[config.mk]
export PLATFORM = sky130hd
export DESIGN_NAME = pc_seq_flat
export DESIGN_NICKNAME = d
export VERILOG_FILES = /design/src/rtl/pc_seq_if.sv /design/src/rtl/pc_seq.sv /design/src/flat_wrapper.sv
export SDC_FILE = /design/constraint.sdc
export NUM_CORES = 1
export LEC_CHECK = 0
export CAP_MARGIN = 20
export CORE_UTILIZATION = 57
export CTS_CLUSTER_DIAMETER = 150
export DETAILED_ROUTE_END_ITERATION = 8
export DONT_BUFFER_PORTS = 1
export GPL_TIMING_DRIVEN = 0
export PLACE_DENSITY = 0.86
export SYNTH_ARGS = -nofsm -noshare
export SYNTH_HDL_FRONTEND = slang
export SYNTH_SLANG_ARGS = --single-unit
[constraint.sdc]
create_clock -name clk -period 2.4 [get_ports clk]
set_input_delay 0.24 -clock clk [delete_from_list [all_inputs] [get_ports clk]]
set_output_delay 0.24 -clock clk [all_outputs]
set_load 0.005 [all_outputs]
[src/rtl/pc_seq_if.sv]
// pc_seq_if : control/status bundle between the fetch controller and pc_seq.
// rev 1.0
`default_nettype none

interface pc_seq_if #(
  parameter int D  = 10,
  parameter int SD = 4
);
  localparam int DW = $clog2(SD + 1);

  logic          stall;
  logic          halt;
  logic          jb_en;
  logic          br_en;
  logic          call_en;
  logic          ret_en;
  logic [D-1:0]  target;
  logic [D-1:0]  offset;
  logic [D-1:0]  prog_ctr;
  logic          halted;
  logic [DW-1:0] depth;
  logic          stk_err;

  modport master (
    output stall, halt, jb_en, br_en, call_en, ret_en, target, offset,
    input  prog_ctr, halted, depth, stk_err
  );

  modport slave (
    input  stall, halt, jb_en, br_en, call_en, ret_en, target, offset,
    output prog_ctr, halted, depth, stk_err
  );
endinterface

`default_nettype wire

[src/rtl/pc_seq.sv]
// pc_seq : program counter / sequencer with jump, branch, call/return stack,
// stall and halt.  rev 1.0
`default_nettype none

module pc_seq #(
  parameter int           D     = 10,
  parameter int           SD    = 4,
  parameter logic [D-1:0] START = '0
) (
  input  wire logic  clk,
  input  wire logic  reset,
  pc_seq_if.slave    bus
);
  localparam int DW = $clog2(SD + 1);
  localparam int AW = (SD > 1) ? $clog2(SD) : 1;

  typedef enum logic [0:0] {
    RUN  = 1'b0,
    HALT = 1'b1
  } state_t;

  state_t        state, state_nx;
  logic [D-1:0]  pc, pc_nx;
  logic [DW-1:0] depth, depth_nx;
  logic          err, err_nx;
  logic          push;
  logic [D-1:0]  pc_inc;
  logic [AW-1:0] push_idx, top_idx;

  // Power-of-two sized so any AW-bit index is in range, even when SD is not.
  logic [D-1:0]  stack [0:(1 << AW) - 1];

  assign pc_inc   = pc + D'(1);
  assign push_idx = AW'(depth);
  assign top_idx  = AW'(depth - DW'(1));

  always_comb begin
    state_nx = state;
    pc_nx    = pc;
    depth_nx = depth;
    err_nx   = err;
    push     = 1'b0;
    if (state == RUN && !bus.stall) begin
      if (bus.halt) begin
        state_nx = HALT;
      end else if (bus.ret_en) begin
        if (depth != '0) begin
          pc_nx    = stack[top_idx];
          depth_nx = depth - DW'(1);
        end else begin
          pc_nx  = pc_inc;
          err_nx = 1'b1;
        end
      end else if (bus.call_en) begin
        pc_nx = bus.target;
        // A full stack still takes the jump; only the push is lost.
        if (depth < DW'(SD)) begin
          push     = 1'b1;
          depth_nx = depth + DW'(1);
        end else begin
          err_nx = 1'b1;
        end
      end else if (bus.jb_en) begin
        pc_nx = bus.target;
      end else if (bus.br_en) begin
        pc_nx = pc + bus.offset;
      end else begin
        pc_nx = pc_inc;
      end
    end
  end

  always_ff @(posedge clk) begin
    if (reset) begin
      state <= RUN;
      pc    <= START;
      depth <= '0;
      err   <= 1'b0;
    end else begin
      state <= state_nx;
      pc    <= pc_nx;
      depth <= depth_nx;
      err   <= err_nx;
    end
  end

  always_ff @(posedge clk) begin
    if (!reset && push) begin
      stack[push_idx] <= pc_inc;
    end
  end

  assign bus.prog_ctr = pc;
  assign bus.halted   = (state == HALT);
  assign bus.depth    = depth;
  assign bus.stk_err  = err;
endmodule

`default_nettype wire

[src/flat_wrapper.sv]
// flat-port wrapper written by rule: the top's interface ports become plain ports
module pc_seq_flat 
#(
  parameter int           D     = 10,
  parameter int           SD    = 4,
  parameter logic [D-1:0] START = '0
)
  (clk, reset, bus_stall, bus_halt, bus_jb_en, bus_br_en, bus_call_en, bus_ret_en, bus_target, bus_offset, bus_prog_ctr, bus_halted, bus_depth, bus_stk_err);
  pc_seq_if #(.D(D), .SD(SD)) bus_i ();
  input  wire logic clk;
  input  wire logic reset;
  input wire logic [$bits(bus_i.stall)-1:0] bus_stall;
  input wire logic [$bits(bus_i.halt)-1:0] bus_halt;
  input wire logic [$bits(bus_i.jb_en)-1:0] bus_jb_en;
  input wire logic [$bits(bus_i.br_en)-1:0] bus_br_en;
  input wire logic [$bits(bus_i.call_en)-1:0] bus_call_en;
  input wire logic [$bits(bus_i.ret_en)-1:0] bus_ret_en;
  input wire logic [$bits(bus_i.target)-1:0] bus_target;
  input wire logic [$bits(bus_i.offset)-1:0] bus_offset;
  output wire logic [$bits(bus_i.prog_ctr)-1:0] bus_prog_ctr;
  output wire logic [$bits(bus_i.halted)-1:0] bus_halted;
  output wire logic [$bits(bus_i.depth)-1:0] bus_depth;
  output wire logic [$bits(bus_i.stk_err)-1:0] bus_stk_err;
  assign bus_i.stall = bus_stall;
  assign bus_i.halt = bus_halt;
  assign bus_i.jb_en = bus_jb_en;
  assign bus_i.br_en = bus_br_en;
  assign bus_i.call_en = bus_call_en;
  assign bus_i.ret_en = bus_ret_en;
  assign bus_i.target = bus_target;
  assign bus_i.offset = bus_offset;
  assign bus_prog_ctr = bus_i.prog_ctr;
  assign bus_halted = bus_i.halted;
  assign bus_depth = bus_i.depth;
  assign bus_stk_err = bus_i.stk_err;
  pc_seq #(.D(D), .SD(SD), .START(START)) u_core (.clk(clk), .reset(reset), .bus(bus_i));
endmodule
==> results of run 1 <==
==> state kept, by name, summed over array words and instances (netlist names) <==
register / cells
u_core.bus.stk_err: 1
u_core.bus.halted: 1
u_core.stack: 40
u_core.bus.depth: 3
u_core.bus.prog_ctr: 10
==> worst paths after layout <==
kind / end / slack, ps
worst max-delay path: u_core.bus.prog_ctr[8] / 140
worst min-delay path: u_core.bus.halted / 70
worst max register to register: u_core.bus.prog_ctr[8] / 140
worst min register to register: u_core.bus.stk_err / 510
==> area by class of cell <==
type                    count  area share, %
flip-flops and latches     55          43.83
multi-input cells         200          46.45
well taps                  70          2.550
plain buffers              14          2.332
clock buffers               5          2.004
inverters                   7         0.7650
clock inverters             3          2.077
==> synth_stat cells, drive strengths merged, types with 2 or more instances <==
cell type / instances
nand2b: 2
mux2: 4
dfxtp: 15
mux2i: 6
a221oi: 2
a21o: 4
a211oi: 11
mux4: 10
o21bai: 2
nor3: 6
buf: 5
a21oi: 17
clkbuf: 9
a211o: 4
xnor2: 8
o211ai: 4
nand3: 11
and3: 4
xor2: 5
and2: 4
nand2: 18
inv: 7
nor4: 2
nor2: 27
ha: 15
o22ai: 2
nand4: 3
o21ai: 10
o31a: 2
edfxtp: 40
==> power by group through the flow <==
stage	clock network [mW]	logic (mW)	registers (mW)
4_1_cts	0.743	0.300	1.07
2_1_floorplan	0	0.234	1.08
3_3_place_gp	0	0.285	1.09
6_report	0.747	0.313	1.07
5_1_grt	0.777	0.341	1.07
3_5_place_dp	0	0.296	1.09
==> worst max-delay path, cell delays in order, from the launching register on <==
cell and delay, ps:
dfxtp_4 420, buf_12 160, inv_1 60, ha_1 330
buf_6 180, mux4_2 320, mux2_2 310, a221oi_2 280
nor4_1 70
==> timing repair <==
action / in CTS / in global routing
endpoints found under the setup margin: 30 / 24
gates resized for setup: 8 / 9
setup buffers: 0 / 0
gates cloned: 0 / 0
pin swaps: 0 / 1
==> metal layers <==
layer / global-route usage (%) / up-vias / wire, µm
met3: 5.629 / 12 / 557
met4: 7.692 / 0 / 104
met2: 42.07 / 103 / 3385
li1: - / 1070 / -
met1: 34.66 / 1141 / 3078
met5: 0 / - / 0
==> cells by family after synthesis <==
kind of cell / after synthesis / share of synthesized area, %
muxes: 20 / 10.46
buffers and inverters: 21 / 2.854
adders and majority gates: 16 / 6.579
DFF: 55 / 47.56
xor gates and xnor gates: 13 / 4.083
and+or+nand+nor: 83 / 12.88
AOI/OAI and AO/OA: 68 / 15.58
==> results_dict.tcl, run 1 <==
set metrics [dict create \
    fin_crit_sh_pct 94.29 \
    fin_hold_ws_ps 72.19 \
    dp_hpwl_mm 5.170 \
    ys_top_cells_by_area "edfxtp_1, dfxtp_1, mux4_2" \
    via_per_inst 6.571 \
    dieHeight_um 76.42 \
    setup-tns-final_ps 0 \
    slew_violations 0 \
    io_buffer_count 0 \
    end_kind "flop" \
    ys_seq_area_share_pct 47.56 \
    register_area_um2 1505 \
    synth_warnings 0 \
    path_max_fanout 10 \
    cp.arrival_ps 2460 \
    antenna_cells 0 \
    synth_top_cell_area_share_pct 38.05 \
    synth.avg_cell_area_um2 11.44 \
    cts_root_buf "clkbuf_8" \
    switching_power_mw 0.5380 \
    place_area_um2 3244 \
    leakagePower_nw 1.251 \
    ys_seq_elements 55 \
    power_frac_clock_pct 35.1 \
    cts_tree "yes" \
    powerDensity_nw_per_um2 620.0 \
    max_cap_violations 0 \
    gp_congestion 0.8875 \
    remaining_drc_errors 0 \
    drt_iter0_drc 286 \
    fin_crit_ps 2263 \
    syn_nets 320 \
    maxClockFrequency_mhz 441.9 \
    initial_core_util_pct 60.65 \
    area.growth.synth_to_final_pct 8.799 \
    mostFrequentLayoutCells "edfxtp_1, nor2_1, nand2_1" \
    syn_inst 276 \
    rows 26 \
    finalWirelength_mm 7.125 \
    min_path_type "in2reg" \
    placed_cells 346 \
    clk_path_buf_depth 2 \
    combPwrFrac_pct 14.7 \
    dp_slack_ps -263.7 \
    core_area_um2 5205 \
    dr.pass1.iters 4 \
    cts_hold_buf 0 \
    via_count 2326 \
    multiInputGateArea_um2 1595 \
    peakVddDrop_mv 0.4459 \
    fillers 388 \
    grt_pass1_vias 2269 \
    gr-total-overflow 0 \
    tightest_slew_ps 579.2 \
    io_pins 43 \
    p_sw_share_pct 25.27 \
    slew_headroom_pct 61.39 \
    worst-endpoint-required_ps 2600 \
    worstReg2RegStart "u_core.bus.depth[0]" \
    report.final.setup_viol 0 \
    internal-power_mw 1.591 \
    drive_gt1_share_pct 16.90 \
    crit_type "reg2reg" \
    startpoint "u_core.bus.depth[0]" \
    clkLatencyLatePin_ps 320 \
    synthArstFlopShare_pct 0 \
    synth_top_cell_by_area "edfxtp_1" \
    cts_num_sinks 55 \
    fin_ws_ps 137.0 \
    hold_viol 0 \
    outcome "finished, final reports clean" \
    instances_no_fill 354 \
    cts-buffers-inserted 5 \
    power_mw 2.129 \
    final_common_cell "edfxtp_1" \
    fin_nets 327 \
    antenna_found_initial 0 \
    finalClockSkew_ps 8.305 \
    seqPwrFrac_pct 50.2 \
    stdcell_area_um2 3435 \
    route.detailed.wl_per_inst_um 20.13 \
    die-area_um2 5840 \
    reg2reg_depth 8 \
    htreeDepth 2 \
    grt_max_degree 19 \
    rsz0062_at_grt "yes" \
    die_w_um 76.42 \
    ant_nets 0 \
    grt_first_pass_wirelength_mm 11.50 \
    hold_path_depth 2 \
    worstHoldStart "bus_halt" \
    synth_edf_count 40 \
    fin_util_pct 65.99 \
    gr-usage-all-layers_pct 25.83 \
    netlist_area_um2 3157 \
    clk_pin_slew_ps 100 \
    synth_flop_cell "edfxtp_1" \
    start_kind "flop" \
    yosys.cell_types.count 57 \
]
Note: power is estimated with default switching activity, not from simulation.
==> run 2: changes to the inputs <==
Settings changed: PLACE_DENSITY 0.86 to 0.85, SETUP_SLACK_MARGIN from default to 0.1.
==> results_dict.tcl, run 2 (synthesis gave the netlist of run 1 again) <==
set metrics [dict create \
    cpPeakStageDelay_ps 380 \
    fin_ws_ps 195.8 \
    finalWirelength_mm 7.094 \
    antenna_found_initial 0 \
    gr-usage-all-layers_pct 25.48 \
    dp_hpwl_mm 5.103 \
    drt_iter0_drc 225 \
    die-area_um2 5840 \
    ant_nets 0 \
    fin_nets 334 \
    gr-total-overflow 0 \
    tightest_slew_ps 578.0 \
    fillers 390 \
    grt_pass1_vias 2233 \
    crit_buf_inv 0 \
    clk_path_buf_depth 2 \
    die_w_um 76.42 \
    core_area_um2 5205 \
    regMostFlops "u_core.stack" \
    power_mw 1.929 \
    drive_gt1_share_pct 20.27 \
    area.growth.synth_to_final_pct 9.235 \
    report.final.setup_viol 0 \
    dp_slack_ps -263.0 \
    crit_type "reg2reg" \
    powerDensity_nw_per_um2 559.4 \
    htreeDepth 2 \
    finalClockSkew_ps 7.821 \
    route.detailed.wl_per_inst_um 19.65 \
    dieHeight_um 76.42 \
    slew_violations 0 \
    final_common_cell "edfxtp_1" \
    maxClockFrequency_mhz 453.7 \
    cp.arrival_ps 2430 \
    grt_max_degree 20 \
    cts-buffers-inserted 5 \
    min_path_type "in2reg" \
    path_max_fanout 7 \
    path_cells "ha_2 > fa_2 > a211oi_2 > o21bai_1 > o211ai_1 > mux2i_1 > a221oi_2 > nor4_1" \
    path_delay_family "compound AO/OA/AOI/OAI gates" \
    peakVddDrop_mv 0.4086 \
    multiInputGateArea_um2 1595 \
    remaining_drc_errors 0 \
    antenna_cells 0 \
    io_buffer_count 0 \
    initial_core_util_pct 60.65 \
    slowest_stage "dfxtp_2" \
    max_cap_violations 0 \
    cts_hold_buf 0 \
    start_kind "flop" \
    outcome "finished, final reports clean" \
    gp_congestion 0.8863 \
    mostFrequentLayoutCells "edfxtp_1, nor2_1, nand2_1" \
    fin_crit_sh_pct 91.84 \
    dr.pass1.iters 5 \
    via_count 2339 \
    grt_first_pass_wirelength_mm 11.29 \
    cts_tree "yes" \
    rsz0062_at_grt "no" \
    io_pins 43 \
    hold_viol 0 \
    cts_num_sinks 55 \
    stdcell_area_um2 3448 \
    via_per_inst 6.479 \
    place_area_um2 3244 \
    end_kind "flop" \
    leakagePower_nw 1.267 \
    clk_pin_slew_ps 100 \
    rows 26 \
    worst-endpoint-required_ps 2630 \
    slew_headroom_pct 61.47 \
    largest_reg_flops 40 \
    fin_crit_ps 2204 \
    clkLatencyLatePin_ps 320 \
    register_area_um2 1510 \
    cts_root_buf "clkbuf_8" \
    fin_util_pct 66.25 \
]
-- run 2: worst paths after layout --
| check | startpoint | endpoint | slack (ps) | cells after the start |
|---|---|---|---|---|
| worst max-delay path | u_core.bus.prog_ctr[0] | u_core.bus.prog_ctr[8] | 200 | 8 |
| worst min-delay path | bus_halt | u_core.bus.halted | 80 | 2 |
| worst max register to register | u_core.bus.prog_ctr[0] | u_core.bus.prog_ctr[8] | 200 | 8 |
| worst min register to register | u_core.bus.stk_err | u_core.bus.stk_err | 510 | 2 |
-- run 2: cell type report --
class / count / area share (%)
multi-input cells: 200 / 46.26
flip-flops and latches: 55 / 43.80
well taps: 70 / 2.540
plain buffers: 14 / 2.322
clock buffers: 5 / 1.996
repair buffers: 7 / 1.524
clock inverters: 3 / 0.7983
inverters: 7 / 0.7620
-- run 2: report_power, final --
group / total [mW] / switching [mW] / internal [mW]
combinational: 0.323 / 0.184 / 0.139
clock: 0.535 / 0.320 / 0.215
sequential: 1.07 / 0.0319 / 1.04
-- run 2: timing repair --
item                                    4_1_cts  5_1_grt
pin swaps                                     0        2
endpoints found under the setup margin       53       48
gates resized for setup                      15        6
gates cloned                                  0        0
setup buffers                                 0        7
-- run 2: metal layers --
layer	vias to the layer above	global-route usage, %	wire length (µm)
met2	122	41.17	3347
li1	1081	-	-
met3	10	6.228	637
met1	1126	34.21	3019
met4	0	7.115	90
met5	-	0	0
-- run 2: metrics by stage --
step / setup TNS (ps) / cells / hold slack (ps)
after global placement: -454.5 / 346 / 395.5
after CTS: 0 / 354 / 74.36
after floorplan: 0 / 276 / 384.7
after global routing: 0 / 361 / 122.6
after detailed placement: -1205 / 346 / 402.9
final: 0 / 361 / 82.44
-- run 2: worst reg2reg max path, stage by stage, from the launching register on --
cell and delay (ps):
dfxtp_2 380, ha_2 220, fa_2 370, a211oi_2 220
o21bai_1 140, o211ai_1 250, mux2i_1 240, a221oi_2 80
nor4_1 220
